==> config.mk <==
export PLATFORM = sky130hd
export DESIGN_NAME = matvec_row_accumulator
export DESIGN_NICKNAME = d
export VERILOG_FILES = /design/src/rtl/matvec_row_accumulator.sv
export SDC_FILE = /design/constraint.sdc
export NUM_CORES = 1
export LEC_CHECK = 0
export ABC_CLOCK_PERIOD_IN_PS = 6450
export CAP_MARGIN = 10
export CORE_ASPECT_RATIO = 1.2
export CORE_UTILIZATION = 25
export DETAILED_ROUTE_END_ITERATION = 8
export GPL_TIMING_DRIVEN = 0
export PLACE_DENSITY = 0.51
export SYNTH_ARGS = -nofsm -noshare
export SYNTH_HDL_FRONTEND = slang
export SYNTH_SLANG_ARGS = --single-unit
export TNS_END_PERCENT = 100
==> constraint.sdc <==
create_clock -name clock -period 6.45 [get_ports clock]
set_input_delay 1.935 -clock clock [delete_from_list [all_inputs] [get_ports clock]]
set_output_delay 1.935 -clock clock [all_outputs]
set_load 0.02 [all_outputs]
==> src/rtl/matvec_row_accumulator.sv <==
// -----------------------------------------------------------------------------
// matvec_row_accumulator
//
// Computes y = W * x for a 3x3 signed weight matrix. Weights stream in one per
// cycle in row-major order, tagged by the element index counter upstream.
// Each row's dot product is built in a single accumulator. Finished rows are
// parked in work registers. At the end of the vector, all three sums are
// published together on y_vec, with a one-cycle out_valid pulse.
//
// Optional build macro:
//   MATVEC_RELU_EN - when defined, each lane written to y_vec is clamped to
//                    max(0, value). The work registers always keep raw sums.
//
// Ports:
//   clock          in   system clock, rising edge
//   clear          in   asynchronous active-high reset
//   en             in   sample enable
//   element_index  in   [3:0] weight position 0..8 (row-major)
//   new_row        in   strobe: last element of row 0 or row 1
//   new_vector     in   strobe: last element of row 2
//   weight         in   [DATA_W-1:0] signed weight W[row][col]
//   x_vec          in   [3*DATA_W-1:0] {x2,x1,x0}, sampled at index 0 only
//   y_vec          out  [3*ACC_W-1:0] {y2,y1,y0}, last completed result
//   out_valid      out  one-cycle pulse when y_vec updates
//   index_error    out  sticky: index > 8 seen while en was high
// -----------------------------------------------------------------------------
module matvec_row_accumulator #(
  parameter int DATA_W = 8,
  parameter int ACC_W  = 2*DATA_W+2
) (
  input  logic                      clock,
  input  logic                      clear,
  input  logic                      en,
  input  logic [3:0]                element_index,
  input  logic                      new_row,
  input  logic                      new_vector,
  input  logic signed [DATA_W-1:0]  weight,
  input  logic [3*DATA_W-1:0]       x_vec,
  output logic [3*ACC_W-1:0]        y_vec,
  output logic                      out_valid,
  output logic                      index_error
);

  localparam int PROD_W = 2*DATA_W;

  // ---------------------------------------------------------------------------
  // Index decode: row = index div 3, col = index mod 3, by direct compare
  // ---------------------------------------------------------------------------
  logic [1:0] col;
  logic [1:0] row;
  logic       idx_ok;

  always_comb begin
    col = 2'd0;
    row = 2'd0;
    case (element_index)
      4'd0: begin col = 2'd0; row = 2'd0; end
      4'd1: begin col = 2'd1; row = 2'd0; end
      4'd2: begin col = 2'd2; row = 2'd0; end
      4'd3: begin col = 2'd0; row = 2'd1; end
      4'd4: begin col = 2'd1; row = 2'd1; end
      4'd5: begin col = 2'd2; row = 2'd1; end
      4'd6: begin col = 2'd0; row = 2'd2; end
      4'd7: begin col = 2'd1; row = 2'd2; end
      4'd8: begin col = 2'd2; row = 2'd2; end
      default: begin col = 2'd0; row = 2'd0; end
    endcase
  end

  assign idx_ok = (element_index <= 4'd8);

  logic sample;
  logic row_end;
  logic vec_end;

  assign sample  = en && idx_ok;
  assign row_end = sample && (new_row || new_vector);
  assign vec_end = sample && new_vector;

  // ---------------------------------------------------------------------------
  // x latch: all three elements are captured at index 0.
  // ---------------------------------------------------------------------------
  logic signed [DATA_W-1:0] x_in    [3];
  logic signed [DATA_W-1:0] x_lat_q [3];

  generate
    for (genvar gi = 0; gi < 3; gi++) begin : g_xlat
      assign x_in[gi] = x_vec[gi*DATA_W +: DATA_W];

      always_ff @(posedge clock or posedge clear) begin
        if (clear) begin
          x_lat_q[gi] <= '0;
        end else if (sample && (element_index == 4'd0)) begin
          x_lat_q[gi] <= x_in[gi];
        end
      end
    end
  endgenerate

  // Index 0 bypasses the latch so that the first product is not a cycle late.
  logic signed [DATA_W-1:0] x_sel;

  always_comb begin
    if (element_index == 4'd0) begin
      x_sel = x_in[0];
    end else begin
      x_sel = x_lat_q[col];
    end
  end

  // ---------------------------------------------------------------------------
  // Multiply-accumulate. col==0 restarts the row, so back-to-back vectors
  // need no bubble between index 8 and the next index 0.
  // ---------------------------------------------------------------------------
  logic signed [PROD_W-1:0] prod;
  logic signed [ACC_W-1:0]  prod_ext;
  logic signed [ACC_W-1:0]  acc_q;
  logic signed [ACC_W-1:0]  acc_d;

  always_comb begin
    prod     = weight * x_sel;
    prod_ext = {{(ACC_W-PROD_W){prod[PROD_W-1]}}, prod};
    acc_d    = ((col == 2'd0) ? '0 : acc_q) + prod_ext;
  end

  always_ff @(posedge clock or posedge clear) begin
    if (clear) begin
      acc_q <= '0;
    end else if (sample) begin
      acc_q <= acc_d;
    end
  end

  // ---------------------------------------------------------------------------
  // Work rows. A row-end strobe controls the write timing, even when it
  // arrives at an unexpected index.
  // ---------------------------------------------------------------------------
  logic signed [ACC_W-1:0] work_q [3];

  generate
    for (genvar gi = 0; gi < 3; gi++) begin : g_work
      always_ff @(posedge clock or posedge clear) begin
        if (clear) begin
          work_q[gi] <= '0;
        end else if (row_end && (row == 2'(gi))) begin
          work_q[gi] <= acc_d;
        end
      end
    end
  endgenerate

  // ---------------------------------------------------------------------------
  // Result register. Lane 2 comes straight from acc_d, because row 2 completes
  // in the same cycle that the vector ends.
  // ---------------------------------------------------------------------------
  logic signed [ACC_W-1:0] y_src [3];
  logic signed [ACC_W-1:0] y_d   [3];
  logic signed [ACC_W-1:0] y_q   [3];

  generate
    for (genvar gi = 0; gi < 3; gi++) begin : g_y
      if (gi == 2) begin : g_last
        assign y_src[gi] = acc_d;
      end else begin : g_work_src
        assign y_src[gi] = work_q[gi];
      end

`ifdef MATVEC_RELU_EN
      assign y_d[gi] = y_src[gi][ACC_W-1] ? '0 : y_src[gi];
`else
      assign y_d[gi] = y_src[gi];
`endif

      always_ff @(posedge clock or posedge clear) begin
        if (clear) begin
          y_q[gi] <= '0;
        end else if (vec_end) begin
          y_q[gi] <= y_d[gi];
        end
      end

      assign y_vec[gi*ACC_W +: ACC_W] = y_q[gi];
    end
  endgenerate

  // ---------------------------------------------------------------------------
  // Valid pulse and sticky index error flag
  // ---------------------------------------------------------------------------
  logic valid_q;
  logic valid_d;
  logic err_q;
  logic err_d;

  always_comb begin
    valid_d = vec_end;
    err_d   = err_q || (en && !idx_ok);
  end

  always_ff @(posedge clock or posedge clear) begin
    if (clear) begin
      valid_q <= 1'b0;
      err_q   <= 1'b0;
    end else begin
      valid_q <= valid_d;
      err_q   <= err_d;
    end
  end

  assign out_valid   = valid_q;
  assign index_error = err_q;

endmodule

==> flow_summary.yaml, run 1 <==
cts:
  htreeDepth: 4
  postCtsHoldBufs: 0
  cts_buffer_depth: 2
  cts_made_buffers: 17
  cts-root-buf: "clkbuf_16"
  clk_pin_slew_ps: 60
  clk_latency_ps: 430
  cts.sinks: 134
  cts_tree: "done"
place:
  dpl.cell_count: 1388
  hpwl_um: 16100
  globalplace.congestion: 0.780
  io_buffer_count: 96
timing:
  rsz0062_at_grt: "yes"
  fin_crit_sh_pct: 127
  max_freq_mhz: 122
  fin_ws_ps: -1720
  slew_violations: 0
  slew_headroom_pct: 48.9
  fin_crit_ps: 8170
  worst_slew_pin_slew_ps: 766
  clock_skew_ps: 17.1
  hold_viol_final: 0
  finalSetupViolCount: 48
synthesis:
  synth.distinct_cells: 51
  synthTopCellsByArea: "dfrtp_1 39%, fa_1 13%, mux2_2 8.5%"
  yosysSeqAreaShare_pct: 38.7
  avgSynthCellArea_sq_um: 10.4
  netlist.top_cell.by_area: "dfrtp_1"
  synth-warning-count: 0
  synth_top_area_share_pct: 38.7
  synth_edf_count: 0
  synthMostInstantiatedCell: "dfrtp_1"
  ys_dominant_reg_cell: "dfrtp_1"
  synth_fp_nets: 981
  syn_area_sq_mm: 0.00866
  synth_seq_cells: 134
  async_reset_ff_share_pct: 100
  synthesis.instances: 835
  synth_common_cells: "134 x dfrtp_1, 99 x inv_1, 93 x nand2_1, 65 x mux2_2, 61 x and2_1"
worst_setup_path:
  cp-end-kind: "register"
  cp-startpoint: "element_index[1]"
  critical-path-max-stage-delay_ps: 560
  cp_slowest_cell: "fa_1"
  cp-start-kind: "input pin"
  required_ps: 6730
  cp.arrival_ps: 8450
  r2r_start: "x_lat_q[10]$_DFFE_PP0P_"
  critical_path_class: "input pin to register"
  path_max_fanout: 7
floorplan:
  dieArea_sq_mm: 0.0354
  io_pins: 97
  rows: 74
  die_width_um: 172
  die-height_um: 206
  initial_core_util_pct: 25.4
  core_sq_mm: 0.0341
routing:
  drtAntennaViolNets: 0
  drt-wirelength-per-cell_um: 14.1
  dr.pass1.iters: 5
  drt-total-wl_um: 20600
  num_vias: 6230
  viasPerCell: 4.27
  drc: 0
  drt-initial-drc-count: 251
grt:
  grt_pass1_vias: 6520
  grt_antenna_before_repair: 0
  grt_pass1_wl_um: 33800
  grt_overflow: 0
  grt_util_all_layers_pct: 12.4
  grt_max_degree: 86
final_layout:
  final_cells: 1460
  syn2layout_area_growth_pct: 37.9
  finalNetCount: 1137
  multiInputGateArea_sq_mm: 0.00555
  seq_area_sq_mm: 0.00335
  drive_gt1_share_pct: 27.7
  diodes: 0
  fillers: 3467
status:
  violations: "setup timing"
  status: "finished, violations left"
worst_hold_path:
  hold_class: "register to register"
  hp-start: "acc_q[0]$_DFFE_PP0P_"
run:
  maxCapViolations: 0
-- final cells by class --
cell class	instances	area share, %
clock inverters	14	1.29
plain buffers	27	1.11
multi-input cells	573	46.5
well taps	456	4.78
inverters	100	3.31
clock buffers	18	3.68
repair buffers	138	11.3
flip-flops and latches	134	28.1
-- cells in the final DEF (no fill, tap or decap), drive strengths merged, types with 2 or more instances in the layout --
cell type,netlist,layout
buf,7,52
o211ai,3,3
nor2b,2,2
a211oi,3,3
clkinvlp,0,2
nor2,33,33
nor4,2,2
and2,61,61
clkbuf,21,38
o21ai,76,76
a21oi,38,38
mux2,66,66
inv,100,108
ha,49,49
fa,56,56
dfrtp,134,134
clkinv,0,3
nand2,93,93
nand3,2,2
clkdlybuf4s50,0,92
a21o,7,7
mux2i,17,17
o21bai,6,6
nor3,5,5
nand2b,4,4
xor2,13,13
nand4,3,3
or2,5,5
xnor2,21,21
-- metal layers --
layer	GRT usage [%]	vias up	routed length, um
li1	-	3035	-
met1	15.0	3088	9020
met2	22.1	84	10700
met3	2.28	23	587
met4	3.67	0	264
met5	0	-	0
-- worst max-delay path, delay by kind of cell --
family | cells | cell delay (ps)
multiplexers | 2 | 460
XOR/XNOR | 2 | 300
AO/OA/AOI/OAI | 12 | 1670
adder cells (fa/ha/maj) | 7 | 2760
buffers and inverters | 9 | 740
AND/OR/NAND/NOR | 4 | 580
-- final timing paths --
path,endpoint,slack [ps],depth (start not counted)
worst max-delay path,work_q[35]$_DFFE_PP0P_,-1720,36
worst min-delay path,acc_q[0]$_DFFE_PP0P_,460,2
worst min register to register,acc_q[0]$_DFFE_PP0P_,460,2
worst max register to register,work_q[35]$_DFFE_PP0P_,330,30
max in group asynchronous,work_q[40]$_DFFE_PP0P_,3730,3
min in group asynchronous,y_vec[17]$_DFFE_PP0P_,1940,2
-- state kept, by name, summed over array words and instances, names as in the netlist --
register	cells
x_lat_q	24
acc_q	18
work_q	36
y_vec	54
out_valid	1
index_error	1
-- logic make-up after synthesis --
group	share of synthesized area, %
buffers and inverters	5.64
AO/OA/AOI/OAI	9.10
AND/OR/NAND/NOR	11.9
XOR/XNOR	3.74
multiplexers	10.7
flip-flops	38.7
adder cells (fa/ha/maj)	20.2
-- repair_timing --
item | CTS | global route
resized for setup | 84 | 43
endpoints found under the setup margin | 58 | 52
setup buffers | 26 | 14
pin swaps | 35 | 46
gates cloned | 1 | 0
-- stage by stage --
stage	setup WS, ps	util, %	cell area (sq um)	setup TNS [ps]	hold WS, ps
floorplan	-1550	-	8950	-41280	438
global placement	-3050	30.8	10500	-296130	452
detailed placement	-3090	30.9	10500	-126630	455
CTS	-1750	34.1	11600	-50030	471
global route	-2080	35.0	11900	-66700	501
finish	-1720	35.0	11900	-53160	465
Power of run 1 is not shown: default switching activity piles up to over one toggle a cycle in this logic, so the estimate is an artifact.
==> run 2: changes to the inputs <==
ABC_CLOCK_PERIOD_IN_PS = 9100   (was 6450)
GPL_ROUTABILITY_DRIVEN = 0   (was unset)
PLACE_DENSITY = 0.5   (was 0.51)
clock period = 9.1 ns   (was 6.45 ns; I/O delays follow)
==> run 2 against run 1 <==
Net effect:
- the flow now finishes without violations
- register-to-register slack improved by 2600 ps
- clock skew fell by 4.9 ps
- non-clock buffer count fell by 15
- die area did not move
==> flow_summary.yaml, run 2 (synthesis gave the netlist of run 1 again) <==
grt:
  grt_pass1_wl_um: 34000
  grt_overflow: 0
  grt_max_degree: 95
  grt_antenna_before_repair: 0
  grt_pass1_vias: 6556
  grt_util_all_layers_pct: 12.5
floorplan:
  io_pins: 97
  rows: 74
  die-height_um: 206
  die_width_um: 172
  dieArea_sq_mm: 0.0354
  initial_core_util_pct: 25.4
  core_sq_mm: 0.0341
routing:
  num_vias: 6149
  drt-wirelength-per-cell_um: 14.5
  viasPerCell: 4.26
  drt-initial-drc-count: 238
  drtAntennaViolNets: 0
  dr.pass1.iters: 6
  drc: 0
  drt-total-wl_um: 21000
worst_setup_path:
  cp-start-kind: "input pin"
  cp_slowest_cell: "fa_2"
  critical-path-max-stage-delay_ps: 580
  cp_common_cell: "a21oi_4"
  cp.arrival_ps: 9260
  critical_path_class: "input pin to register"
  cp-end-kind: "register"
  required_ps: 9390
  path_max_fanout: 8
timing:
  clock_skew_ps: 12.2
  rsz0062_at_grt: "yes"
  fin_crit_sh_pct: 98.5
  fin_crit_ps: 8970
  hold_viol_final: 0
  worst_slew_pin_slew_ps: 766
  slew_headroom_pct: 48.9
  setup_tns_ps: 0
  slew_violations: 0
  finalSetupViolCount: 0
  max_freq_mhz: 112
status:
  status: "finished clean"
place:
  io_buffer_count: 96
  dpl.cell_count: 1388
  hpwl_um: 16000
  postPlaceCellArea_sq_mm: 0.0103
final_layout:
  final_cell_mix: "134 x dfrtp_1, 92 x clkdlybuf4s50_1, 88 x nand2_1, 81 x inv_1, 65 x mux2_2"
  final_area_sq_mm: 0.0115
  largest_reg_flops: 54
  fin_util_pct: 33.8
  diodes: 0
  syn2layout_area_growth_pct: 33.1
  drive_gt1_share_pct: 23.3
  final_cells: 1445
  final_common_cell: "dfrtp_1"
  finalNetCount: 1122
cts:
  postCtsHoldBufs: 0
  cts-root-buf: "clkbuf_16"
  clk_latency_ps: 430
  clk_pin_slew_ps: 60
  cts_made_buffers: 17
  htreeDepth: 4
  cts_tree: "done"
  cts.sinks: 134
  cts_buffer_depth: 2
run:
  maxCapViolations: 0
worst_hold_path:
  hold_class: "register to register"
run 2: changes by cell type in the layout (fill, tap and decap cells not counted), sizes merged:
cell | previous run | this run
clkinv | 3 | 1
clkdlybuf4s15 | 1 | 0
clkinvlp | 2 | 3
bufinv | 1 | 4
buf | 52 | 37
inv | 108 | 107
run 2: metrics by stage:
step                      hold WS, ps  setup WS (ps)
after floorplan                   438           8.34
after global placement            452          -1550
after detailed placement          455          -1670
after CTS                         470           1.97
after global routing              493           -235
final                             463            135
run 2: worst paths after layout:
kind	slack [ps]	cells after the start	from	end
max	130	35	element_index[0]	y_vec[53]$_DFFE_PP0P_
min	460	2	acc_q[0]$_DFFE_PP0P_	acc_q[0]$_DFFE_PP0P_
max reg2reg	2930	29	x_lat_q[10]$_DFFE_PP0P_	y_vec[53]$_DFFE_PP0P_
min reg2reg	460	2	acc_q[0]$_DFFE_PP0P_	acc_q[0]$_DFFE_PP0P_
max in group asynchronous	5580	3	clear	index_error$_DFF_PP0_
min in group asynchronous	2700	2	clear	y_vec[41]$_DFFE_PP0P_
run 2: final cells by class:
class | instances | area (sq um)
Buffer | 27 | 131
Clock buffer | 17 | 425
Clock inverter | 15 | 214
Fill cell | 3522 | 22500
Inverter | 100 | 395
Multi-Input combinational cell | 573 | 5240
Sequential cell | 134 | 3350
Tap cell | 456 | 571
Timing Repair Buffer | 123 | 1200
run 2: routing by layer:
layer	share of wire [%]	GRT usage (%)	vias to the layer above
met4	1.3	4.17	0
met3	2.8	2.26	16
met1	44	14.8	3043
li1	-	-	3002
met5	0	0	-
met2	52	22.4	88
run 2: what timing repair did:
item,CTS,global route
resized for setup,60,49
cloned,1,0
setup endpoints to repair,36,24
buffers inserted,20,5
pin swaps,44,30
run 2: worst max-delay path: cells and delay by family:
family	cells	cell delay (ps)
fa+ha+maj	7	2870
simple gates	5	490
compound gates	11	1670
mux	2	480
xor+xnor	2	370
buf+inv	8	620
Power of run 2 is left out for the same reason.
